### src/rtl/vgachargen_pkg.sv
// Shared types, default timing and palette for the VGA character generator.
package vgachargen_pkg;

  typedef logic [11:0] rgb12_t;

  // 640x480@60 defaults, pixels / lines
  localparam int H_DISP_DEF  = 640;
  localparam int H_FP_DEF    = 16;
  localparam int H_SYNC_DEF  = 96;
  localparam int H_BP_DEF    = 48;
  localparam int V_DISP_DEF  = 480;
  localparam int V_FP_DEF    = 10;
  localparam int V_SYNC_DEF  = 2;
  localparam int V_BP_DEF    = 33;

  localparam rgb12_t DEFAULT_PALETTE [16] = '{
    12'h000, 12'h000, 12'h00D, 12'h00F, 12'hD00, 12'hF00, 12'hD0D, 12'hF0F,
    12'h0D0, 12'h0F0, 12'h0DD, 12'h0FF, 12'hDD0, 12'hFF0, 12'hDDD, 12'hFFF
  };

  function automatic logic sync_window(input int cnt, input int disp, input int fp, input int sw);
    return (cnt >= disp + fp) && (cnt < disp + fp + sw);
  endfunction

  function automatic logic hsync_window(input int hcnt, input int hd, input int hf, input int hr);
    return sync_window(hcnt, hd, hf, hr);
  endfunction

  function automatic logic vsync_window(input int vcnt, input int vd, input int vf, input int vr);
    return sync_window(vcnt, vd, vf, vr);
  endfunction

  function automatic rgb12_t color_decode(input logic [3:0] idx);
    return DEFAULT_PALETTE[idx];
  endfunction

endpackage

### src/rtl/vgachargen_palette.sv
// 16-entry palette with registered read into the output stage.
// VGACHARGEN_PALETTE_WR_EN: writable register file; otherwise constant default table.
module vgachargen_palette
  import vgachargen_pkg::*;
(
  input  logic       clk_i,
  input  logic       arstn_i,
  input  logic       clr_i,
  input  logic       adv_i,
  input  logic       de_i,
  input  logic [3:0] idx_i,
  input  logic       we_i,
  input  logic [3:0] waddr_i,
  input  rgb12_t     wdata_i,
  output rgb12_t     rgb_o
);

  rgb12_t rd;

`ifdef VGACHARGEN_PALETTE_WR_EN
  rgb12_t pal_q [16];

  // Writes ignore the raster enable; a same-edge read sees the old entry.
  always_ff @(posedge clk_i or negedge arstn_i) begin
    if (!arstn_i) begin
      for (int i = 0; i < 16; i++) pal_q[i] <= DEFAULT_PALETTE[i];
    end else if (we_i) begin
      pal_q[waddr_i] <= wdata_i;
    end
  end

  assign rd = pal_q[idx_i];
`else
  logic unused_wr;
  assign unused_wr = ^{we_i, waddr_i, wdata_i};
  assign rd = color_decode(idx_i);
`endif

  always_ff @(posedge clk_i or negedge arstn_i) begin
    if (!arstn_i)   rgb_o <= '0;
    else if (clr_i) rgb_o <= '0;
    else if (adv_i) rgb_o <= de_i ? rd : '0;
  end

endmodule

### src/rtl/vgachargen_timing_gen.sv
// VGA raster engine: pixel strobe, counters, sync/blank and 2-stage palette pipeline.
// Optional writable palette via VGACHARGEN_PALETTE_WR_EN.
module vgachargen_timing_gen
  import vgachargen_pkg::*;
#(
  parameter int HD        = H_DISP_DEF,
  parameter int HF        = H_FP_DEF,
  parameter int HR        = H_SYNC_DEF,
  parameter int HB        = H_BP_DEF,
  parameter int VD        = V_DISP_DEF,
  parameter int VF        = V_FP_DEF,
  parameter int VR        = V_SYNC_DEF,
  parameter int VB        = V_BP_DEF,
  parameter bit HSYNC_POL = 1'b0,
  parameter bit VSYNC_POL = 1'b0,
  parameter int CLK_DIV   = 4
) (
  input  logic                                 clk_i,
  input  logic                                 arstn_i,
  input  logic                                 en_i,
  output logic                                 pix_stb_o,
  output logic [$clog2(HD+HF+HR+HB)-1:0]       hcount_o,
  output logic [$clog2(VD+VF+VR+VB)-1:0]       vcount_o,
  output logic                                 req_de_o,
  output logic                                 frame_start_o,
  input  logic [3:0]                           color_idx_i,
  input  logic                                 pal_we_i,
  input  logic [3:0]                           pal_waddr_i,
  input  logic [11:0]                          pal_wdata_i,
  output logic                                 hsync_o,
  output logic                                 vsync_o,
  output logic [11:0]                          rgb_o
);

  localparam int HTOTAL = HD + HF + HR + HB;
  localparam int VTOTAL = VD + VF + VR + VB;
  localparam int HW     = $clog2(HTOTAL);
  localparam int VW     = $clog2(VTOTAL);
  localparam int DW     = (CLK_DIV > 1) ? $clog2(CLK_DIV) : 1;

  logic [DW-1:0] div_q;
  logic          div_last, h_last, v_last;
  logic [3:0]    idx1_q;
  logic          de1_q, hs1_q, vs1_q;

  assign div_last = (div_q == DW'(CLK_DIV - 1));
  assign h_last   = (hcount_o == HW'(HTOTAL - 1));
  assign v_last   = (vcount_o == VW'(VTOTAL - 1));

  // Strobe is registered off the divider wrap, so the first one lands CLK_DIV edges after enable.
  always_ff @(posedge clk_i or negedge arstn_i) begin
    if (!arstn_i) begin
      div_q     <= '0;
      pix_stb_o <= 1'b0;
    end else if (!en_i) begin
      div_q     <= '0;
      pix_stb_o <= 1'b0;
    end else begin
      div_q     <= div_last ? '0 : div_q + DW'(1);
      pix_stb_o <= div_last;
    end
  end

  always_ff @(posedge clk_i or negedge arstn_i) begin
    if (!arstn_i) begin
      hcount_o <= '0;
      vcount_o <= '0;
    end else if (!en_i) begin
      hcount_o <= '0;
      vcount_o <= '0;
    end else if (pix_stb_o) begin
      hcount_o <= h_last ? '0 : hcount_o + HW'(1);
      if (h_last) vcount_o <= v_last ? '0 : vcount_o + VW'(1);
    end
  end

  assign req_de_o      = (hcount_o < HW'(HD)) && (vcount_o < VW'(VD));
  assign frame_start_o = pix_stb_o && (hcount_o == '0) && (vcount_o == '0);

  // S1 keeps sync as active-high flags; polarity is applied entering S2.
  always_ff @(posedge clk_i or negedge arstn_i) begin
    if (!arstn_i) begin
      idx1_q <= '0;
      de1_q  <= 1'b0;
      hs1_q  <= 1'b0;
      vs1_q  <= 1'b0;
    end else if (!en_i) begin
      idx1_q <= '0;
      de1_q  <= 1'b0;
      hs1_q  <= 1'b0;
      vs1_q  <= 1'b0;
    end else if (pix_stb_o) begin
      idx1_q <= color_idx_i;
      de1_q  <= req_de_o;
      hs1_q  <= hsync_window(int'(hcount_o), HD, HF, HR);
      vs1_q  <= vsync_window(int'(vcount_o), VD, VF, VR);
    end
  end

  always_ff @(posedge clk_i or negedge arstn_i) begin
    if (!arstn_i) begin
      hsync_o <= ~HSYNC_POL;
      vsync_o <= ~VSYNC_POL;
    end else if (!en_i) begin
      hsync_o <= ~HSYNC_POL;
      vsync_o <= ~VSYNC_POL;
    end else if (pix_stb_o) begin
      hsync_o <= hs1_q ? HSYNC_POL : ~HSYNC_POL;
      vsync_o <= vs1_q ? VSYNC_POL : ~VSYNC_POL;
    end
  end

  vgachargen_palette u_palette (
    .clk_i   (clk_i),
    .arstn_i (arstn_i),
    .clr_i   (~en_i),
    .adv_i   (pix_stb_o),
    .de_i    (de1_q),
    .idx_i   (idx1_q),
    .we_i    (pal_we_i),
    .waddr_i (pal_waddr_i),
    .wdata_i (pal_wdata_i),
    .rgb_o   (rgb_o)
  );

endmodule
### config.mk
export PLATFORM = sky130hd
export DESIGN_NAME = vgachargen_timing_gen
export DESIGN_NICKNAME = d
export VERILOG_FILES = /design/src/rtl/vgachargen_pkg.sv /design/src/rtl/vgachargen_palette.sv /design/src/rtl/vgachargen_timing_gen.sv
export SDC_FILE = /design/constraint.sdc
export NUM_CORES = 1
export LEC_CHECK = 0
export BUFFER_PORTS_ARGS = -buffer_cell sky130_fd_sc_hd__buf_2
export CAP_MARGIN = 20
export CORE_MARGIN = 2
export CORE_UTILIZATION = 48
export CTS_BUF_LIST = sky130_fd_sc_hd__clkbuf_4
export CTS_CLUSTER_DIAMETER = 200
export DETAILED_ROUTE_END_ITERATION = 8
export HOLD_SLACK_MARGIN = 0.05
export PLACE_DENSITY = 0.78
export SLEW_MARGIN = 0
export SYNTH_ARGS = -nofsm -noshare
export SYNTH_HDL_FRONTEND = slang
export SYNTH_SLANG_ARGS = --single-unit
### constraint.sdc
create_clock -name clk_i -period 1.6 [get_ports clk_i]
set_clock_uncertainty 0.15 [all_clocks]
set_input_delay 0.24 -clock clk_i [delete_from_list [all_inputs] [get_ports clk_i]]
set_output_delay 0.24 -clock clk_i [all_outputs]
set_load 0.02 [all_outputs]
==> impl_metrics.env, run 1 <==
export IMPL_critPathSlowestCell="dfrtp_2"
export IMPL_final_area_um2=3240
export IMPL_via_count=2137
export IMPL_grt_overflow_total=0
export IMPL_avgSynthCellArea_um2=9.74
export IMPL_synth_seq_cells=38
export IMPL_critical_path_class="flop to output pin"
export IMPL_die_area_um2=4990
export IMPL_finalHoldViolCount=0
export IMPL_ys_top_cells_by_area="dfrtp_1 (42%), mux2i_1 (3.8%), nand3_1 (3.5%), nand2_1 (3.2%), ha_1 (2.9%)"
export IMPL_grt_use_total=0.248
export IMPL_start_util=0.493
export IMPL_placed_area_um2=2760
export IMPL_rows=24
export IMPL_worst_setup_path_start_kind="flop"
export IMPL_yosysTopAreaCell="dfrtp_1"
export IMPL_status="complete, but fails checks"
export IMPL_seq_area_um2=967
export IMPL_cp_num_buf_inv=2
export IMPL_coreArea_um2=4320
export IMPL_viasPerCell=5.79
export IMPL_antenna_found_initial=0
export IMPL_post_dp_hpwl_mm=3.94
export IMPL_grt_first_pass_wirelength_mm=9.76
export IMPL_crit_chain="inv_1 > ha_1 > nor4b_4 > nand4_1 > nor4_4 > buf_4"
export IMPL_synth_most_common_cell="dfrtp_1"
export IMPL_clk_path_buf_depth=2
export IMPL_drive_gt1_frac=0.505
export IMPL_worst_slew_pin_slew_ns=0.364
export IMPL_drc=0
export IMPL_setup_tns_ns=-4.51
export IMPL_clock_sinks=38
export IMPL_cap_violations=0
export IMPL_critical_path_required_ns=1.21
export IMPL_seq_area_frac_synth=0.447
export IMPL_cpPeakStageDelay_ns=0.43
export IMPL_flow_area_growth_from_synthesis_pct=51.9
export IMPL_grt_max_degree=39
export IMPL_fin_crit_sh=1.40
export IMPL_ir_drop_mv=0.428
export IMPL_r2r_cells=8
export IMPL_synth_cell_types=46
export IMPL_syn_inst=219
export IMPL_regToRegStartpoint="hcount_o[7]"
export IMPL_p_leak_uw=0.00148
export IMPL_drt_pass1_iterations=4
export IMPL_cp_max_fo=2
export IMPL_gp_congestion=0.855
export IMPL_diodes=0
export IMPL_r2r_slack_ns=-0.31
export IMPL_synth_net_count=248
export IMPL_synth_area_um2=2130
export IMPL_crit_path_end_kind="output pin"
export IMPL_p_per_area_nw_per_um2=567
export IMPL_cts_root_buf="clkbuf_4"
export IMPL_synth_common_cells="dfrtp_1 (36), nand2_1 (18), nand3_1 (15), nor2_1 (14), a21oi_1 (11)"
export IMPL_synth_async_sr_flop_share=1.00
export IMPL_fillerInstances=304
export IMPL_finalCriticalPeriod_ns=2.23
export IMPL_initialDrtViolationCount=146
export IMPL_max_freq_ghz=0.448
export IMPL_cts_htree_levels=2
export IMPL_rsz0062_at_grt="true"
export IMPL_critPathTopFamily="simple AND/OR/NAND/NOR gates"
export IMPL_violations="negative setup slack"
export IMPL_cts_clk_slew_worst_paths_ns=0.14
export IMPL_wl_per_cell_um=17.3
export IMPL_grt_pass1_vias=2068
export IMPL_clkLatencyLatePin_ns=0.37
export IMPL_place_ws_ns=-0.201
export IMPL_synth_edf_count=0
export IMPL_ant_nets=0
export IMPL_synthFlopType="dfrtp_1"
export IMPL_cts_made_buffers=5
export IMPL_worst_slew_margin_rel=0.757
export IMPL_maxSlewViolCount=0
export IMPL_synth_top_area_share=0.423
export IMPL_portBuffers=43
export IMPL_fin_ws_ns=-0.632
export IMPL_whs_ns=0.196
export IMPL_io_pin_count=61
export IMPL_crit_arrival_ns=1.84
export IMPL_final_nets=345
export IMPL_final_util=0.749
export IMPL_cts_tree="done"
export IMPL_routed_wl_mm=6.39
export IMPL_r2r_end="vcount_o[2]"
export IMPL_hp_class="input port to asynchronous set/reset pin"
export IMPL_ys_warn_count=0
export IMPL_multi_input_area_um2=1190
export IMPL_die_w_um=70.6
export IMPL_finalSetupViolations=20
export IMPL_dieHeight_um=70.6
## layout make-up
type	instances	area share
clock inverter	3	0.0139
timing repair buffer	107	0.277
multi-input combinational	155	0.368
inverter	9	0.0104
sequential	38	0.299
clock buffer	5	0.0116
tap	52	0.0201
## cell families (layout without fill, tap and decap cells)
| family | after synthesis | after routing | share of synthesized area |
|---|---|---|---|
| AOI/OAI and AO/OA | 39 | 39 | 0.119 |
| xor gates and xnor gates | 4 | 4 | 0.0164 |
| adders and majority gates | 5 | 5 | 0.0293 |
| buffers and inverters | 26 | 124 | 0.0739 |
| DFF | 38 | 38 | 0.447 |
| muxes | 9 | 9 | 0.0428 |
| and+or+nand+nor | 98 | 98 | 0.271 |
## placed cells by master (no fill, tap or decap), types with 4 or more instances in the layout
cell type,instances
a21oi_1,10
o21ai_0,5
nand2b_1,10
buf_2,36
clkbuf_4,5
nand2_1,17
dfrtp_1,25
mux2i_1,8
nor2_1,12
a31oi_1,7
nand4_1,10
ha_1,4
nand3_2,4
dlygate4sd3_1,6
dfrtp_2,11
and2_1,4
nand3_1,10
inv_1,8
buf_4,37
buf_6,22
## registers in the layout (all words and copies together), names as in the netlist
name             flops
hsync_o              1
vcount_o            10
vs1_q                1
hs1_q                1
pix_stb_o            1
de1_q                1
idx1_q               4
vsync_o              1
hcount_o            10
div_q                2
u_palette.rgb_o      6
## report_power, final
part           internal, uW  switching [uW]  total, uW
Combinational          76.7            85.4        162
Clock                   328             367        695
Sequential              971            8.14        980
Total                  1380             460       1840
## through the flow
| step | instances | power [uW] |
|---|---|---|
| floorplan | 219 | 1060 |
| global placement | 342 | 1120 |
| detailed placement | 342 | 1120 |
| CTS | 364 | 1830 |
| global route | 369 | 1900 |
| finish | 369 | 1840 |
## worst max-delay path by stage
stage	startpoint	to	cells past startpoint
after floorplan	hcount_o[7]	frame_start_o	3
after global placement	vcount_o[1]	frame_start_o	6
after detailed placement	vcount_o[1]	frame_start_o	6
after CTS	vcount_o[2]	frame_start_o	3
after global routing	vcount_o[0]	frame_start_o	6
final	vcount_o[0]	frame_start_o	6
## repair_timing
item | CTS | global route
pin swaps | 10 | 4
cloned | 2 | 1
gates resized for setup | 33 | 22
hold buffers | 6 | 0
endpoints found under the hold margin | 44 | 0
endpoints found under the setup margin | 23 | 26
setup buffers | 7 | 8
## per-layer routing
metal / GRT usage / routed length (um)
met4: 0.0629 / 74
met3: 0.0484 / 385
met5: 0 / 0
met2: 0.425 / 3230
met1: 0.327 / 2700
## worst register-to-register path, stage by stage, from the launching register on
cell and delay, ns:
dfrtp_2 0.45, buf_6 0.13, buf_6 0.10, nand4b_4 0.18
nor4_4 0.26, buf_4 0.18, buf_12 0.12, a31oi_1 0.10
mux2i_1 0.16
(Power assumes the default switching activity.)
==> run 2, diff against run 1 <==
--- a/config.mk
+++ b/config.mk
@@ -7,13 +7,17 @@
 export LEC_CHECK = 0
 export BUFFER_PORTS_ARGS = -buffer_cell sky130_fd_sc_hd__buf_2
 export CAP_MARGIN = 20
+export CELL_PAD_IN_SITES_DETAIL_PLACEMENT = 1
+export CELL_PAD_IN_SITES_GLOBAL_PLACEMENT = 1
 export CORE_MARGIN = 2
-export CORE_UTILIZATION = 48
+export CORE_UTILIZATION = 36
 export CTS_BUF_LIST = sky130_fd_sc_hd__clkbuf_4
 export CTS_CLUSTER_DIAMETER = 200
+export CTS_CLUSTER_SIZE = 25
 export DETAILED_ROUTE_END_ITERATION = 8
 export HOLD_SLACK_MARGIN = 0.05
-export PLACE_DENSITY = 0.78
+export PLACE_DENSITY_LB_ADDON = 0.1
+export SKIP_CTS_REPAIR_TIMING = 1
 export SLEW_MARGIN = 0
 export SYNTH_ARGS = -nofsm -noshare
 export SYNTH_HDL_FRONTEND = slang
==> impl_metrics.env, run 2 (synthesized netlist as in run 1, its figures left out) <==
export IMPL_cts_made_buffers=5
export IMPL_portBuffers=43
export IMPL_top_regs="hcount_o (10), vcount_o (10), u_palette.rgb_o (6)"
export IMPL_crit_chain="inv_2 > ha_4 > nor4b_4 > nand4_1 > nor4_4 > buf_4"
export IMPL_rows=28
export IMPL_worst_slew_margin_rel=0.699
export IMPL_finalCriticalPeriod_ns=2.18
export IMPL_clock_sinks=38
export IMPL_worst_slew_pin_slew_ns=0.451
export IMPL_grt_pass1_vias=2016
export IMPL_cts_htree_levels=2
export IMPL_hp_class="input port to flop"
export IMPL_clk_path_buf_depth=2
export IMPL_violations="negative setup slack"
export IMPL_p_per_area_nw_per_um2=604
export IMPL_finalHoldViolCount=0
export IMPL_clkLatencyLatePin_ns=0.35
export IMPL_initialDrtViolationCount=67
export IMPL_post_dp_hpwl_mm=4.66
export IMPL_grt_first_pass_wirelength_mm=9.92
export IMPL_gp_congestion=0.779
export IMPL_cts_root_buf="clkbuf_4"
export IMPL_grt_overflow_total=0
export IMPL_cap_violations=0
export IMPL_rsz0062_at_grt="true"
export IMPL_crit_path_end_kind="output pin"
export IMPL_fin_cells=396
export IMPL_worst_setup_path_start_kind="flop"
export IMPL_ant_nets=0
export IMPL_grt_use_total=0.200
export IMPL_critical_path_required_ns=1.21
export IMPL_antenna_found_initial=0
export IMPL_drt_pass1_iterations=4
export IMPL_fin_crit_sh=1.36
export IMPL_flow_area_growth_from_synthesis_pct=54.5
export IMPL_die_area_um2=6550
export IMPL_via_count=2070
export IMPL_dieHeight_um=81.0
export IMPL_fin_ws_ns=-0.581
export IMPL_die_w_um=81.0
export IMPL_layout_commonest_cell="buf_4"
export IMPL_max_freq_ghz=0.459
export IMPL_diodes=0
export IMPL_grt_max_degree=24
export IMPL_ir_drop_mv=0.458
export IMPL_critical_path_class="flop to output pin"
export IMPL_drc=0
export IMPL_start_util=0.367
export IMPL_maxSlewViolCount=0
export IMPL_critPathSlowestCell="dfrtp_2"
export IMPL_viasPerCell=5.23
export IMPL_cts_tree="done"
export IMPL_io_pin_count=61
export IMPL_finalSetupViolations=18
export IMPL_crit_arrival_ns=1.79
export IMPL_cts_clk_slew_worst_paths_ns=0.13
export IMPL_coreArea_um2=5820
export IMPL_status="complete, but fails checks"
export IMPL_final_nets=349
export IMPL_routed_wl_mm=6.52
export IMPL_cpPeakStageDelay_ns=0.43
export IMPL_cp_max_fo=3
export IMPL_final_area_um2=3290
export IMPL_most_common_layout_cells="buf_4 (46), buf_2 (37), dfrtp_1 (24), buf_6 (19), nand2_1 (16)"
export IMPL_dp_cells=371
export IMPL_wl_per_cell_um=16.5
export IMPL_p_leak_uw=0.00151
export IMPL_placed_area_um2=2830
export IMPL_drive_gt1_frac=0.520
==> run 2: changes by cell type in the layout (fill, tap and decap cells not counted), moves of 2 or more <==
cell        change
o21ai_1         +2
buf_6           -3
buf_4           +9
clkinvlp_4      -2
==> run 2: final timing paths <==
path	from	endpoint	slack [ns]	depth (start not counted)
max in group asynchronous	arstn_i	hcount_o[4]	0.63	3
worst min register to register	div_q[0]	div_q[0]	0.30	1
worst max register to register	vcount_o[1]	vcount_o[5]	-0.17	8
worst max-delay path	vcount_o[1]	frame_start_o	-0.58	6
min in group asynchronous	arstn_i	u_palette.rgb_o[10]	0.20	2
worst min-delay path	en_i	vcount_o[6]	0.08	3
==> run 2: per-layer routing <==
metal  up-vias  track usage  routed length [um]
met5         -            0                   0
met4         0       0.0559                  63
met3         7       0.0333                 208
met2        42        0.348                3260
met1      1026        0.257                2990
li1        995            -                   -
==> run 2: final cells by class <==
cell class / count / area [um2]
Clock buffer: 5 / 37.5
Tap cell: 75 / 93.8
Sequential cell: 38 / 968
Multi-Input combinational cell: 155 / 1210
Fill cell: 680 / 2520
Timing Repair Buffer: 111 / 880
Inverter: 9 / 33.8
Clock inverter: 3 / 68.8
==> run 2: per-stage QoR <==
stage / total power, uW / setup slack, ns / utilization / hold slack, ns / TNS (ns)
global route: 2080 / -0.702 / 0.566 / 0.0634 / -3.77
floorplan: 1060 / -0.206 / - / -0.206 / -0.784
finish: 1990 / -0.581 / 0.566 / 0.0804 / -2.35
global placement: 1120 / -0.195 / 0.486 / 0.0659 / -1.62
detailed placement: 1130 / -0.252 / 0.486 / 0.0624 / -2.18
CTS: 1980 / -0.660 / 0.505 / -0.329 / -3.65
==> run 2: critical path, delay by kind of cell, from the launching register on <==
family,cells,cell delay (ns)
adder cells (fa/ha/maj),1,0.12
buffers and inverters,2,0.25
AND/OR/NAND/NOR,3,0.64
flip-flops,1,0.43
==> run 2: power by group <==
group | leakage [uW] | internal [uW] | switching, uW
sequential | 0.000501 | 972 | 8.70
clock | 0.0000554 | 489 | 360
combinational | 0.000953 | 74.1 | 86.6
==> run 3, diff against run 2 <==
--- a/config.mk
+++ b/config.mk
@@ -7,7 +7,7 @@
 export LEC_CHECK = 0
 export BUFFER_PORTS_ARGS = -buffer_cell sky130_fd_sc_hd__buf_2
 export CAP_MARGIN = 20
-export CELL_PAD_IN_SITES_DETAIL_PLACEMENT = 1
+export CELL_PAD_IN_SITES_DETAIL_PLACEMENT = 0
 export CELL_PAD_IN_SITES_GLOBAL_PLACEMENT = 1
 export CORE_MARGIN = 2
 export CORE_UTILIZATION = 36
@@ -16,7 +16,7 @@
 export CTS_CLUSTER_SIZE = 25
 export DETAILED_ROUTE_END_ITERATION = 8
 export HOLD_SLACK_MARGIN = 0.05
-export PLACE_DENSITY_LB_ADDON = 0.1
+export PLACE_DENSITY_LB_ADDON = 0.15
 export SKIP_CTS_REPAIR_TIMING = 1
 export SLEW_MARGIN = 0
 export SYNTH_ARGS = -nofsm -noshare
==> impl_metrics.env, run 3 (synthesized netlist as in run 1, its figures left out) <==
export IMPL_clk_path_buf_depth=2
export IMPL_cts_tree="done"
export IMPL_ir_drop_mv=0.355
export IMPL_flow_area_growth_from_synthesis_pct=52.0
export IMPL_switchingPower_uw=420
export IMPL_dieHeight_um=81.0
export IMPL_crit_path_end_kind="output pin"
export IMPL_viasPerCell=5.05
export IMPL_gp_congestion=0.784
export IMPL_seqPwrFrac=0.546
export IMPL_cts_htree_levels=2
export IMPL_hp_class="input port to flop"
export IMPL_drive_gt1_frac=0.516
export IMPL_critical_path_required_ns=1.21
export IMPL_grt_overflow_total=0
export IMPL_critical_path_class="flop to output pin"
export IMPL_regToRegStartpoint="hcount_o[7]"
export IMPL_maxSlewViolCount=0
export IMPL_p_int_uw=1370
export IMPL_antenna_found_initial=0
export IMPL_grt_first_pass_wirelength_mm=9.23
export IMPL_cp_max_fo=3
export IMPL_top_regs="hcount_o (10), vcount_o (10), u_palette.rgb_o (6)"
export IMPL_most_common_layout_cells="buf_4 (50), buf_2 (39), dfrtp_1 (25), nand2_1 (16), buf_6 (14)"
export IMPL_r2r_cells=9
export IMPL_die_w_um=81.0
export IMPL_io_pin_count=61
export IMPL_p_per_area_nw_per_um2=553
export IMPL_wl_per_cell_um=14.6
export IMPL_hold_depth=3
export IMPL_violations="negative setup slack"
export IMPL_dp_cells=374
export IMPL_clock_sinks=38
export IMPL_seq_area_um2=967
export IMPL_drt_pass1_iterations=4
export IMPL_layout_commonest_cell="buf_4"
export IMPL_initialDrtViolationCount=99
export IMPL_r2r_end="vcount_o[8]"
export IMPL_top_usage_layer="met2"
export IMPL_coreArea_um2=5820
export IMPL_p_sw_frac=0.234
export IMPL_use_met3=0.0322
export IMPL_hold_start="en_i"
export IMPL_die_area_um2=6550
export IMPL_status="complete, but fails checks"
export IMPL_finalHoldViolCount=0
export IMPL_combPwrFrac=0.078
export IMPL_drc=0
export IMPL_worst_setup_path_start_kind="flop"
export IMPL_cts_made_buffers=5
export IMPL_rsz0062_at_grt="true"
export IMPL_routed_wl_mm=5.81
export IMPL_grt_use_total=0.186
export IMPL_post_dp_hpwl_mm=4.31
export IMPL_finalCriticalPeriod_ns=2.15
export IMPL_multi_input_area_um2=1210
export IMPL_portBuffers=43
export IMPL_crit_arrival_ns=1.76
export IMPL_start_util=0.367
export IMPL_fillerInstances=570
export IMPL_fin_crit_sh=1.35
export IMPL_cts_clk_slew_worst_paths_ns=0.12
export IMPL_diodes=0
export IMPL_worst_slew_pin_slew_ns=0.447
export IMPL_via_count=2003
export IMPL_worst_slew_margin_rel=0.702
export IMPL_power_total_uw=1790
export IMPL_grt_max_degree=26
export IMPL_grt_use_met2=0.288
export IMPL_hold_path_end="vcount_o[6]"
export IMPL_fin_cells=397
export IMPL_grtUsageMet1=0.265
export IMPL_fin_ws_ns=-0.553
export IMPL_clkLatencyLatePin_ns=0.34
export IMPL_ant_nets=0
export IMPL_p_clk_frac=0.376
export IMPL_r2r_slack_ns=-0.39
export IMPL_cts_root_buf="clkbuf_4"
export IMPL_max_freq_ghz=0.464
export IMPL_p_leak_uw=0.00149
export IMPL_grt_pass1_vias=1855
export IMPL_finalSetupViolations=23
export IMPL_final_nets=350
export IMPL_rows=28
export IMPL_cap_violations=0
-- run 3: changes by cell type in the layout (fill, tap and decap cells not counted), moves of 2 or more --
cell    previous run  this run
buf_2             37        39
buf_4             46        50
buf_6             19        14
nor2_4             0         2
-- run 3: how the worst max path moves through the flow --
stage,startpoint,end,slack [ns]
finish,vcount_o[0],frame_start_o,-0.55
CTS,vcount_o[0],frame_start_o,-0.64
global placement,vcount_o[1],frame_start_o,-0.21
global route,vcount_o[0],frame_start_o,-0.68
detailed placement,vcount_o[0],frame_start_o,-0.23
floorplan,hcount_o[7],frame_start_o,-0.21
-- run 3: area by class of cell --
| class | instances | area share |
|---|---|---|
| multi-input cells | 155 | 0.375 |
| flip-flops and latches | 38 | 0.298 |
| repair buffers | 112 | 0.263 |
| well taps | 75 | 0.0290 |
| clock buffers | 6 | 0.0139 |
| clock inverters | 2 | 0.0104 |
| inverters | 9 | 0.0104 |
-- run 3: power groups by stage --
stage	Sequential (uW)	Clock, uW	Combinational [uW]
after CTS	979	698	124
final	979	674	140
after detailed placement	997	0	124
after floorplan	1000	0	57.8
after global placement	997	0	124
after global routing	981	724	156
-- run 3: metal layers --
metal | wire, um | vias up
met5 | 0 | -
met4 | 68 | 0
met3 | 216 | 8
met2 | 2720 | 44
met1 | 2800 | 962
li1 | - | 989
-- run 3: metrics by stage --
stage | hold slack (ns) | setup slack, ns | TNS, ns | util | cell area [um2]
final | 0.104 | -0.553 | -5.58 | 0.557 | 3240
after global routing | 0.120 | -0.678 | -7.20 | 0.557 | 3240
after CTS | -0.330 | -0.636 | -3.02 | 0.506 | 2940
after detailed placement | 0.0636 | -0.228 | -1.78 | 0.492 | 2860
after global placement | 0.0538 | -0.209 | -1.54 | 0.492 | 2860
after floorplan | -0.206 | -0.206 | -0.784 | - | 2250
-- run 3: critical path, stage by stage (launching register included) --
cell	delay, ns
dfrtp_2	0.43
inv_2	0.07
ha_4	0.12
nor4b_4	0.25
nand4_1	0.19
nor4_4	0.19
buf_4	0.18
